--- config.mk ---
export PLATFORM = sky130hd
export DESIGN_NAME = rtc_disp_scan
export DESIGN_NICKNAME = d
export VERILOG_FILES = /design/src/rtl/rtc_disp_scan.sv
export SDC_FILE = /design/constraint.sdc
export NUM_CORES = 1
export LEC_CHECK = 0
export CELL_PAD_IN_SITES_DETAIL_PLACEMENT = 1
export CELL_PAD_IN_SITES_GLOBAL_PLACEMENT = 1
export CORE_AREA = 2 2 137 86
export DETAILED_ROUTE_END_ITERATION = 7
export DIE_AREA = 0 0 139 88
export GPL_ROUTABILITY_DRIVEN = 0
export HOLD_SLACK_MARGIN = 0.15
export PLACE_DENSITY = 0.88
export RECOVER_POWER = 50
export SKIP_LAST_GASP = 1
export SLEW_MARGIN = 20
export SYNTH_ARGS = -nofsm -noshare
export SYNTH_HDL_FRONTEND = slang
export SYNTH_SLANG_ARGS = --single-unit
--- constraint.sdc ---
create_clock -name i_clk -period 6.7 [get_ports i_clk]
set_input_delay 1.34 -clock i_clk [delete_from_list [all_inputs] [get_ports i_clk]]
set_output_delay 1.34 -clock i_clk [all_outputs]
set_load 0.01 [all_outputs]
--- src/rtl/rtc_disp_scan.sv ---
// Six-digit multiplexed display scanner: one anode at a time with a dead-time
// gap between digits, a per-frame snapshot of the segment codes, leading-zero
// suppression and a per-digit blink mask.
module rtc_disp_scan #(
  parameter int         DIGIT_CYCLES = 100_000,
  parameter int         BLANK_CYCLES = 1_000,
  parameter int         BLINK_FRAMES = 83,
  parameter logic [7:0] ZERO_CODE    = 8'hC0
) (
  input  logic       i_clk,
  input  logic       i_rst,
  input  logic       i_en,
  input  logic [7:0] i_seg1,
  input  logic [7:0] i_seg2,
  input  logic [7:0] i_seg3,
  input  logic [7:0] i_seg4,
  input  logic [7:0] i_seg5,
  input  logic [7:0] i_seg6,
  input  logic       i_lz_en,
  input  logic [5:0] i_blink_mask,
  output logic [7:0] o_an,
  output logic [7:0] o_seg,
  output logic       o_frame
);

  localparam int CW = $clog2((DIGIT_CYCLES > BLANK_CYCLES) ? DIGIT_CYCLES : BLANK_CYCLES) + 1;
  localparam int FW = $clog2(BLINK_FRAMES) + 1;
  localparam logic [CW-1:0] DIGIT_LAST = CW'(DIGIT_CYCLES - 1);
  localparam logic [CW-1:0] BLANK_LAST = CW'(BLANK_CYCLES - 1);
  localparam logic [FW-1:0] FRAME_LAST = FW'(BLINK_FRAMES - 1);

  typedef enum logic [1:0] {
    ST_IDLE = 2'd0,
    ST_GAP  = 2'd1,
    ST_ON   = 2'd2
  } state_t;

  state_t          state_r, state_nxt_s;
  logic [2:0]      idx_r, idx_nxt_s;
  logic [CW-1:0]   cnt_r, cnt_nxt_s;
  logic            capture_s;
  logic            frame_end_s;
  logic [7:0]      seg_in_s   [6];
  logic [7:0]      snap_r     [6];
  logic [7:0]      snap_nxt_s [6];
  logic [5:0]      blank_s;
  logic [FW-1:0]   frame_cnt_r;
  logic            hidden_r;
  logic [7:0]      an_r, an_nxt_s;
  logic [7:0]      seg_r, seg_nxt_s;
  logic            frame_r;

  // Next-state, dwell counter and digit index; dropping i_en always returns to IDLE
  always_comb begin
    state_nxt_s = state_r;
    idx_nxt_s   = idx_r;
    cnt_nxt_s   = cnt_r;
    capture_s   = 1'b0;
    frame_end_s = 1'b0;
    if (!i_en) begin
      state_nxt_s = ST_IDLE;
      idx_nxt_s   = 3'd1;
      cnt_nxt_s   = {CW{1'b0}};
    end else begin
      case (state_r)
        ST_IDLE: begin
          state_nxt_s = ST_GAP;
          idx_nxt_s   = 3'd1;
          cnt_nxt_s   = {CW{1'b0}};
        end
        ST_GAP: begin
          if (cnt_r == BLANK_LAST) begin
            state_nxt_s = ST_ON;
            cnt_nxt_s   = {CW{1'b0}};
            capture_s   = (idx_r == 3'd1);
          end else begin
            cnt_nxt_s = cnt_r + CW'(1);
          end
        end
        ST_ON: begin
          if (cnt_r == DIGIT_LAST) begin
            state_nxt_s = ST_GAP;
            cnt_nxt_s   = {CW{1'b0}};
            if (idx_r == 3'd6) begin
              idx_nxt_s   = 3'd1;
              frame_end_s = 1'b1;
            end else begin
              idx_nxt_s = idx_r + 3'd1;
            end
          end else begin
            cnt_nxt_s = cnt_r + CW'(1);
          end
        end
        default: begin
          state_nxt_s = ST_IDLE;
          idx_nxt_s   = 3'd1;
          cnt_nxt_s   = {CW{1'b0}};
        end
      endcase
    end
  end

  // Snapshot seen after this edge and the per-digit blank decision built from it
  always_comb begin
    logic zero_run_v;
    zero_run_v  = 1'b1;
    seg_in_s[0] = i_seg1;
    seg_in_s[1] = i_seg2;
    seg_in_s[2] = i_seg3;
    seg_in_s[3] = i_seg4;
    seg_in_s[4] = i_seg5;
    seg_in_s[5] = i_seg6;
    for (int k = 0; k < 6; k++) begin
      snap_nxt_s[k] = capture_s ? seg_in_s[k] : snap_r[k];
    end
    for (int d = 0; d < 6; d++) begin
      zero_run_v = 1'b1;
      for (int k = d; k < 6; k++) begin
        zero_run_v = zero_run_v & (snap_nxt_s[k] == ZERO_CODE);
      end
      // digit 1 (d == 0) is never zero-suppressed
      blank_s[d] = (hidden_r & i_blink_mask[d]) | (i_lz_en & (d >= 1) & zero_run_v);
    end
  end

  // Anode and segment values that go with the next state
  always_comb begin
    an_nxt_s  = 8'hFF;
    seg_nxt_s = 8'hFF;
    if (state_nxt_s == ST_ON) begin
      case (idx_nxt_s)
        3'd1: begin an_nxt_s = 8'hFE; seg_nxt_s = blank_s[0] ? 8'hFF : snap_nxt_s[0]; end
        3'd2: begin an_nxt_s = 8'hFD; seg_nxt_s = blank_s[1] ? 8'hFF : snap_nxt_s[1]; end
        3'd3: begin an_nxt_s = 8'hFB; seg_nxt_s = blank_s[2] ? 8'hFF : snap_nxt_s[2]; end
        3'd4: begin an_nxt_s = 8'hF7; seg_nxt_s = blank_s[3] ? 8'hFF : snap_nxt_s[3]; end
        3'd5: begin an_nxt_s = 8'hEF; seg_nxt_s = blank_s[4] ? 8'hFF : snap_nxt_s[4]; end
        3'd6: begin an_nxt_s = 8'hDF; seg_nxt_s = blank_s[5] ? 8'hFF : snap_nxt_s[5]; end
        default: begin an_nxt_s = 8'hFF; seg_nxt_s = 8'hFF; end
      endcase
    end else begin
      an_nxt_s  = 8'hFF;
      seg_nxt_s = 8'hFF;
    end
  end

  // Scan state, counter and index registers
  always_ff @(posedge i_clk) begin
    if (i_rst) begin
      state_r <= ST_IDLE;
      idx_r   <= 3'd1;
      cnt_r   <= {CW{1'b0}};
    end else begin
      state_r <= state_nxt_s;
      idx_r   <= idx_nxt_s;
      cnt_r   <= cnt_nxt_s;
    end
  end

  // Frame snapshot, frame counter and blink phase; all cleared while disabled
  always_ff @(posedge i_clk) begin
    if (i_rst || !i_en) begin
      for (int k = 0; k < 6; k++) snap_r[k] <= 8'hFF;
      frame_cnt_r <= {FW{1'b0}};
      hidden_r    <= 1'b0;
    end else begin
      for (int k = 0; k < 6; k++) snap_r[k] <= snap_nxt_s[k];
      if (frame_end_s) begin
        if (frame_cnt_r == FRAME_LAST) begin
          frame_cnt_r <= {FW{1'b0}};
          hidden_r    <= ~hidden_r;
        end else begin
          frame_cnt_r <= frame_cnt_r + FW'(1);
        end
      end else begin
        frame_cnt_r <= frame_cnt_r;
        hidden_r    <= hidden_r;
      end
    end
  end

  // Registered display outputs, updated on the same edge as the state
  always_ff @(posedge i_clk) begin
    if (i_rst) begin
      an_r    <= 8'hFF;
      seg_r   <= 8'hFF;
      frame_r <= 1'b0;
    end else begin
      an_r    <= an_nxt_s;
      seg_r   <= seg_nxt_s;
      frame_r <= frame_end_s;
    end
  end

  assign o_an    = an_r;
  assign o_seg   = seg_r;
  assign o_frame = frame_r;

endmodule
==> results of run 1 <==
==> power by group <==
| part | internal (uW) | leakage, uW | total, uW | switching, uW |
|---|---|---|---|---|
| Sequential | 565 | 0.000768 | 566 | 0.839 |
| Combinational | 36.4 | 0.00115 | 66.4 | 29.9 |
| Clock | 294 | 0.000140 | 502 | 209 |
| Total | 895 | 0.00205 | 1130 | 239 |
==> through the flow <==
step | power [uW] | utilization [%] | cells | hold slack (ns)
2_1_floorplan | 597.4 | - | 544 | 0.4297
3_3_place_gp | 642.5 | 50.38 | 733 | 0.4401
3_5_place_dp | 644.2 | 50.38 | 733 | 0.4566
4_1_cts | 1138 | 52.99 | 747 | 0.4717
5_1_grt | 1170 | 52.88 | 747 | 0.4874
6_report | 1135 | 52.88 | 747 | 0.4666
==> worst paths after layout <==
path | to | depth (start not counted) | from
max reg2reg | o_seg[1]$_SDFF_PP1_ | 8 | cnt_r[0]$_SDFF_PP0_
min | cnt_r[0]$_SDFF_PP0_ | 1 | cnt_r[0]$_SDFF_PP0_
max | frame_cnt_r[1]$_SDFFE_PP0P_ | 5 | i_en
min reg2reg | cnt_r[0]$_SDFF_PP0_ | 1 | cnt_r[0]$_SDFF_PP0_
==> synthesized netlist by cell type (all sizes together) (4+ instances only) <==
| cell type | n | area (um2) |
|---|---|---|
| a211o | 5 | 43.79 |
| a221o | 4 | 40.04 |
| inv | 5 | 18.77 |
| o21ai | 12 | 60.05 |
| nand4b | 6 | 52.55 |
| nor4 | 17 | 118.9 |
| mux2 | 7 | 78.83 |
| nand2 | 94 | 352.8 |
| mux2i | 35 | 350.3 |
| a21oi | 5 | 25.02 |
| dfxtp | 95 | 1902 |
| nor2b | 5 | 31.28 |
| xor2 | 15 | 131.4 |
| nor2 | 48 | 180.2 |
| a221oi | 7 | 61.31 |
| clkbuf | 16 | 60.06 |
| ha | 7 | 87.58 |
| or2 | 7 | 43.80 |
| and3 | 6 | 37.54 |
| or3 | 5 | 31.28 |
| a211oi | 5 | 42.54 |
| buf | 13 | 66.31 |
| nand3 | 26 | 130.1 |
| o22a | 6 | 52.55 |
| o211ai | 4 | 30.03 |
| nor3 | 13 | 87.58 |
| nand2b | 5 | 31.28 |
| nand4 | 21 | 131.4 |
| xnor2 | 9 | 78.83 |
| nor4bb | 4 | 40.04 |
==> metal layers <==
layer	vias up	track usage [%]
met5	-	0
met4	0	4.775
met3	15	8.693
met2	185	38.56
met1	2221	38.01
li1	2075	-
==> cells by family (layout without fill, tap and decap cells) <==
kind of cell,after synthesis,in the layout
AOI/OAI and AO/OA,68,68
adders and majority gates,7,7
and+or+nand+nor,272,272
buffers and inverters,34,93
muxes,42,42
DFF,95,95
other,1,2
xor gates and xnor gates,24,24
==> area by class of cell <==
type / instances / area, um2 / area share [%]
Multi-Input combinational cell: 415 / 2676 / 46.18
Sequential cell: 95 / 1902 / 32.82
Timing Repair Buffer: 74 / 732.0 / 12.63
Clock buffer: 10 / 239.0 / 4.123
Tap cell: 144 / 180.2 / 3.109
Clock inverter: 4 / 47.55 / 0.8204
Inverter: 5 / 18.77 / 0.3238
==> worst register-to-register path: cells and delay by family (launching register included) <==
kind / cells / cell delay [ns]
AOI/OAI and AO/OA: 3 / 2.33
adders and majority gates: 1 / 0.24
DFF: 1 / 0.38
and+or+nand+nor: 4 / 1.18
==> flip-flops by register name, indices dropped and copies added (netlist names) <==
name,cells
snap_r,48
cnt_r,18
frame_cnt_r,8
o_seg,8
o_an,6
idx_r,3
state_r,2
hidden_r,1
o_frame,1
==> flow_summary.ini, run 1 <==
[global_route]
antenna_found_initial = 0
grt_pass1_vias = 4384
grt_overflow = 0
grt_use_total_pct = 26.26
grt_pass1_wl_um = 24820
grt_max_degree = 45

[setup_path]
cp_cell_sequence = dlygate4sd3_1, nor2b_2, clkbuf_1, nand2_1, a211oi_1
slowest_delay_ns = 1.40
worstSetupEndpointType = flop
crit_type = in -> reg
startpoint_type = input port
critPathTopFamily = buffers and inverters
slowest_stage = clkbuf_1
cp.arrival_ns = 4.60
r2r_slack_ns = 2.42
cp_max_fo = 44
critical_path_buf_inv_count = 2
crit_required_ns = 6.94

[routing]
drc = 0
wl_per_cell_um = 21.21
viasPerCell = 6.019
wl_met3_um = 1415
firstDrtPassIters = 5
detail_route.wirelength_um = 15850
m1WireLength_um = 7723
drtAntennaViolNets = 0
wl_met2_um = 6574
drt-initial-drc-count = 456
highest_layer = met4
vias = 4496

[synth]
synth-compound-area-share_pct = 11.65
muxShareOfSynthArea_pct = 9.081
synth-seq-cells = 95
synth_edf_count = 0
ys.flop_type = dfxtp_1
synthSimpleGateAreaFrac_pct = 29.57
synth_fa_ha_area_share_pct = 1.853
yosysUniqueCellTypes = 62
synth_area_per_cell_um2 = 8.703
syn_inst = 543
post_synth_instance_area_um2 = 4726
synth_async_sr_flop_share_pct = 0
synth_seq_area_share_pct = 40.24
yosysWarnings = 0
synth_top_family_by_area = simple AND/OR/NAND/NOR gates
synthXorXnorAreaFrac_pct = 4.448

[pwr]
ir_worst_vdd_mv = 0.1474
p_leak_uw = 0.002054
cellPowerDensity_nw_per_um2 = 195.8

[outcome]
status = finished with violations
violations = capacitance limit, slew limit

[timing]
finalMaxSlewViolations = 64
setup_viol = 0
period_share_pct = 65.07
setup_tns_ns = 0
hold_viol_final = 0
worstMarginPinSlew_ns = 2.084
max_freq_mhz = 229.4
fin_skew_ns = 0.005361
rsz0062_at_grt = false
fin_crit_ns = 4.359
setup_ws_ns = 2.341
slew_headroom_pct = -39.76

[cts]
cts_setup_buffers = 0
cts.reportedPaths.clkPinSlew_ns = 0.06
clockBufferDepth = 2
cts_hold_buf = 0
clockRootBuffer = clkbuf_16
tritoncts = built
htree_levels = 3
clk_latency_ns = 0.34
cts_sinks = 95
postCtsResizedCells = 0
cts_buffers = 9

[finish]
layout_commonest_cell = dfxtp_1
final_cell_mix = 95 x dfxtp_1, 94 x nand2_1, 55 x clkdlybuf4s50_1
area_delta_synth_final_pct = 22.64
antenna_cells = 0
drive_gt1_share_pct = 6.136
post-route-cell-area_um2 = 5796
fillerInstances = 1302
nets = 665

[placed_design]
place_ws_ns = 2.451
io_buffer_count = 72
placed_area_um2 = 5522
dp_hpwl_um = 11950

[floorplan]
die_h_um = 88
io_pins = 75
die_x_um = 139
initial_core_util_pct = 43.12
core-area_um2 = 10960
fp.dieArea_um2 = 12230
placementRows = 30

[hold_path]
hold_class = reg -> reg

[job]
cap_violations = 2
(Power assumes the default switching activity.)
==> inputs of run 2 (changes only) <==
--- a/config.mk
+++ b/config.mk
@@ -7,12 +7,12 @@
 export LEC_CHECK = 0
 export CELL_PAD_IN_SITES_DETAIL_PLACEMENT = 1
 export CELL_PAD_IN_SITES_GLOBAL_PLACEMENT = 1
-export CORE_AREA = 2 2 137 86
+export CORE_AREA = 2 2 144 90
 export DETAILED_ROUTE_END_ITERATION = 7
-export DIE_AREA = 0 0 139 88
+export DIE_AREA = 0 0 146 92
 export GPL_ROUTABILITY_DRIVEN = 0
 export HOLD_SLACK_MARGIN = 0.15
-export PLACE_DENSITY = 0.88
+export PLACE_DENSITY = 0.81
 export RECOVER_POWER = 50
 export SKIP_LAST_GASP = 1
 export SLEW_MARGIN = 20
==> constraint.sdc (replaced) <==
create_clock -name i_clk -period 4.4 [get_ports i_clk]
set_input_delay 0.88 -clock i_clk [delete_from_list [all_inputs] [get_ports i_clk]]
set_output_delay 0.88 -clock i_clk [all_outputs]
set_load 0.01 [all_outputs]
==> run 2 against run 1 <==
  * Final cell count grew 4.1%
  * Register-to-register slack got worse by 1.6 ns
  * Setup slack got worse by 1.5 ns
  * Non-clock buffer count is 3 higher
  * Clock skew shrank 0.00086 ns
  * Clock power grew 60%
  * Routed wire length is 1.4% higher
  * Die area up 9.8%
  * Sequential share of layout area shrank 0.39 points
  * Global-route usage fell by 1.5 points
  * Combinational power up 55%
  * The run now ends clean
  * Sequential power is 52% higher
  * Critical endpoint is now o_seg[7]$_SDFF_PP1_
  * Largest power group unchanged
==> flow_summary.ini, run 2 (synthesized netlist as in run 1, its figures left out) <==
[outcome]
status = finished clean

[floorplan]
die_x_um = 146
fp.dieArea_um2 = 13430
die_h_um = 92
core-area_um2 = 12330
placementRows = 32
io_pins = 75
initial_core_util_pct = 38.32

[finish]
area_delta_synth_final_pct = 24.12
layout_commonest_cell = dfxtp_1
nets = 668
final_cell_mix = 95 x dfxtp_1, 94 x nand2_1, 56 x clkdlybuf4s50_1
fillerInstances = 1468
largest_reg_flops = 48
drive_gt1_share_pct = 6.579
top_regs = snap_r: 48 flops, cnt_r: 18 flops
top_register = snap_r
antenna_cells = 0

[placed_design]
io_buffer_count = 72
dp_hpwl_um = 12280

[hold_path]
hp-start = cnt_r[0]$_SDFF_PP0_
hold_path_end = cnt_r[0]$_SDFF_PP0_
hold_class = reg -> reg
holdPathStages = 1

[timing]
finalMaxSlewViolations = 0
slew_headroom_pct = 20.54
period_share_pct = 81.49
setup_tns_ns = 0
fin_crit_ns = 3.586
hold_slack_ns = 0.4658
setup_viol = 0
fin_skew_ns = 0.004500
max_freq_mhz = 278.9
rsz0062_at_grt = false
worstMarginPinSlew_ns = 1.192
hold_viol_final = 0

[pwr]
cellPowerDensity_nw_per_um2 = 301.6
ir_worst_vdd_mv = 0.1816
p_int_uw = 1375
switching_share_pct = 22.26
p_leak_uw = 0.002070
p_seq_share_pct = 48.7
p_comb_share_pct = 5.8
power.share.clock_pct = 45.5
p_sw_uw = 393.8

[routing]
drc = 0
firstDrtPassIters = 5
vias = 4505
detail_route.wirelength_um = 16060
drt-initial-drc-count = 359
wl_per_cell_um = 20.65
viasPerCell = 5.790
drtAntennaViolNets = 0

[global_route]
grt_overflow = 0
grt_use_total_pct = 24.81
antenna_found_initial = 0
grt_pass1_vias = 4596
grt_pass1_wl_um = 25750
grt_max_degree = 44

[cts]
tritoncts = built
cts_buffers = 9
postCtsResizedCells = 0
clockRootBuffer = clkbuf_16
cts_setup_buffers = 0
clk_latency_ns = 0.35
cts.reportedPaths.clkPinSlew_ns = 0.07
htree_levels = 3
cts_sinks = 95
cts_hold_buf = 0
clockBufferDepth = 2

[setup_path]
critical_path_buf_inv_count = 2
crit_type = reg -> reg
critical_path.startpoint = state_r[1]$_SDFF_PP0_
cp_max_fo = 12
r2r-start = state_r[1]$_SDFF_PP0_
worstReg2RegEnd = o_seg[7]$_SDFF_PP1_
cp_cell_sequence = inv_1, ha_1, nor4bb_1, nand2_1, nor3_4, clkbuf_1, mux2i_1, nand2_1, a222oi_1, nand3_1
rr_worst_depth = 10
r2r_slack_ns = 0.81
slowest_stage = clkbuf_1
slowest_delay_ns = 0.56
critPathTopFamily = simple AND/OR/NAND/NOR gates
startpoint_type = flop
cp_common_cell = nand2_1
crit_required_ns = 4.61
cp.arrival_ns = 3.79
worstSetupEndpointType = flop

[job]
cap_violations = 0
run 2: routing by layer:
layer,GRT usage (%),routed length [um],vias to the layer above
met5,0,0,-
met4,6.068,218,0
met3,7.015,1430,18
met2,34.98,6453,180
met1,36.97,7961,2220
li1,-,-,2087
run 2: power groups by stage:
stage / logic (uW) / registers (uW) / clock network, uW
floorplan: 29.1 / 881 / 0
global placement: 99.8 / 881 / 0
detailed placement: 101 / 881 / 0
CTS: 102 / 862 / 812
global route: 110 / 861 / 851
finish: 103 / 862 / 804
run 2: stage by stage:
step / total power (uW) / setup WS, ns / area, um2 / util, % / std cells
3_5_place_dp: 982.4 / 0.8079 / 5577 / 45.22 / 762
3_3_place_gp: 981.1 / 0.8652 / 5577 / 45.22 / 762
5_1_grt: 1821 / 0.5497 / 5866 / 47.56 / 778
4_1_cts: 1775 / 0.9341 / 5878 / 47.67 / 778
2_1_floorplan: 909.7 / 1.762 / 4730 / - / 544
6_report: 1769 / 0.8143 / 5866 / 47.56 / 778
run 2: how the worst max path moves through the flow:
stage,to,slack (ns),cells past startpoint
6_report,o_seg[7]$_SDFF_PP1_,0.81,10
5_1_grt,o_seg[7]$_SDFF_PP1_,0.55,10
4_1_cts,o_seg[5]$_SDFF_PP1_,0.93,10
3_5_place_dp,o_seg[5]$_SDFF_PP1_,0.81,8
3_3_place_gp,o_seg[4]$_SDFF_PP1_,0.87,8
2_1_floorplan,o_seg[6]$_SDFF_PP1_,1.76,12
run 2: area by class of cell:
cell class / count / area, um2 / area share (%)
clock buffer: 12 / 246.5 / 4.202
tap: 170 / 212.7 / 3.626
clock inverter: 4 / 55.05 / 0.9386
timing repair buffer: 77 / 754.5 / 12.86
inverter: 5 / 18.77 / 0.3200
sequential: 95 / 1902 / 32.42
multi-input combinational: 415 / 2676 / 45.63
==> inputs of run 3 (changes only) <==
==> constraint.sdc (replaced) <==
create_clock -name i_clk -period 3.7 [get_ports i_clk]
set_input_delay 0.74 -clock i_clk [delete_from_list [all_inputs] [get_ports i_clk]]
set_output_delay 0.74 -clock i_clk [all_outputs]
set_load 0.01 [all_outputs]
==> run 3 against run 2 <==
  * Total power is 15% higher
  * Core utilization is 0.11 points higher
  * Final cell count is 0.39% higher
  * Fmax is 13% higher
  * Register-to-register slack worse by 0.30 ns
  * First-iteration DRC count is 6.1% higher
  * Non-clock buffer count is 3 higher
  * Clock power is 10% higher
==> flow_summary.ini, run 3 (synthesized netlist as in run 1, its figures left out) <==
[routing]
viasPerCell = 5.780
detail_route.wirelength_um = 16160
firstDrtPassIters = 5
drc = 0
vias = 4514
drtAntennaViolNets = 0
wl_per_cell_um = 20.69
drt-initial-drc-count = 381

[setup_path]
worstSetupEndpointType = flop
worstReg2RegEnd = o_seg[1]$_SDFF_PP1_
cp_max_fo = 14
r2r_slack_ns = 0.51
r2r-start = cnt_r[0]$_SDFF_PP0_
crit_type = reg -> reg
startpoint_type = flop
rr_worst_depth = 9
crit_required_ns = 3.90
cp.arrival_ns = 3.39

[floorplan]
initial_core_util_pct = 38.32
die_h_um = 92
io_pins = 75
placementRows = 32
die_x_um = 146
core-area_um2 = 12330
fp.dieArea_um2 = 13430

[finish]
antenna_cells = 0
final_cell_mix = 95 x dfxtp_1, 94 x nand2_1, 57 x clkdlybuf4s50_1
top_register = snap_r
fin_cells = 781
post-route-cell-area_um2 = 5879
layout_commonest_cell = dfxtp_1
drive_gt1_share_pct = 7.529
largest_reg_flops = 48
top_regs = snap_r: 48 flops, cnt_r: 18 flops
area_delta_synth_final_pct = 24.41
nets = 671

[cts]
cts_buffers = 9
postCtsResizedCells = 0
tritoncts = built
cts_sinks = 95
cts.reportedPaths.clkPinSlew_ns = 0.07
clockRootBuffer = clkbuf_16
cts_hold_buf = 0
cts_setup_buffers = 0
htree_levels = 3
clockBufferDepth = 2
clk_latency_ns = 0.35

[global_route]
grt_use_total_pct = 24.17
antenna_found_initial = 0
grt_pass1_wl_um = 25070
grt_overflow = 0
grt_max_degree = 44
grt_pass1_vias = 4484

[placed_design]
placed_area_um2 = 5612
dp_hpwl_um = 12490
dp_cells = 765
io_buffer_count = 72

[hold_path]
hp-start = snap_r[0][5]$_SDFF_PP1_
hold_class = reg -> reg
hold_path_end = snap_r[0][5]$_SDFF_PP1_
holdPathStages = 2

[job]
cap_violations = 0

[timing]
setup_tns_ns = 0
worstMarginPinSlew_ns = 0.7555
finalMaxSlewViolations = 0
max_freq_mhz = 313.8
rsz0062_at_grt = false
setup_viol = 0
fin_skew_ns = 0.005463
slew_headroom_pct = 49.63
fin_crit_ns = 3.187
period_share_pct = 86.13
hold_viol_final = 0

[pwr]
ir_worst_vdd_mv = 0.1933
power_uw = 2037
cellPowerDensity_nw_per_um2 = 346.5
p_leak_uw = 0.002091

[outcome]
status = finished clean
run 3: worst max-delay path by stage:
stage	to	cells after the start	slack [ns]	startpoint
5_1_grt	o_seg[1]$_SDFF_PP1_	9	0.26	cnt_r[0]$_SDFF_PP0_
2_1_floorplan	o_seg[6]$_SDFF_PP1_	12	1.06	state_r[1]$_SDFF_PP0_
4_1_cts	o_seg[1]$_SDFF_PP1_	8	0.58	cnt_r[0]$_SDFF_PP0_
3_3_place_gp	o_seg[2]$_SDFF_PP1_	7	0.52	i_en
3_5_place_dp	o_seg[2]$_SDFF_PP1_	7	0.43	i_en
6_report	o_seg[1]$_SDFF_PP1_	9	0.51	cnt_r[0]$_SDFF_PP0_
run 3: stage by stage:
stage                     utilization [%]  worst slack, ns  hold WS [ns]
after floorplan                         -            1.062        0.4297
after global placement              45.51           0.5185        0.4408
after detailed placement            45.51           0.4302        0.4776
after CTS                           47.80           0.5784        0.4917
after global routing                47.68           0.2576        0.5244
final                               47.68           0.5131        0.4887
run 3: final cells by class:
cell class	count	area (um2)
fillers	1468	6452
repair buffers	80	789.5
multi-input cells	415	2674
clock inverters	6	43.79
inverters	5	18.77
well taps	170	212.7
clock buffers	10	239.0
flip-flops and latches	95	1902
run 3: power by group:
group	switching [uW]	internal [uW]	total (uW)	leakage [uW]
Sequential	1.99	1020	1030	0.000768
Combinational	56.3	68.3	125	0.00118
Clock	411	476	888	0.000139
Total	470	1570	2040	0.00209
run 3: per-layer routing:
metal  part of all wire (%)  vias to the layer above  global-route usage (%)
li1                       -                     2098                       -
met1                     49                     2229                   35.86
met2                     42                      172                   35.26
met3                    8.3                       15                   6.468
met4                   0.80                        0                   4.369
met5                      0                        -                       0
run 3: critical path: stages, from the launching register on:
cell and delay [ns]:
dfxtp_1 0.38, ha_1 0.25, and4_1 0.32, and4b_1 0.42
nand4b_1 0.18, nand4b_1 0.16, clkbuf_1 0.50, a211oi_1 0.18
a2111oi_4 0.48, nand4_1 0.17
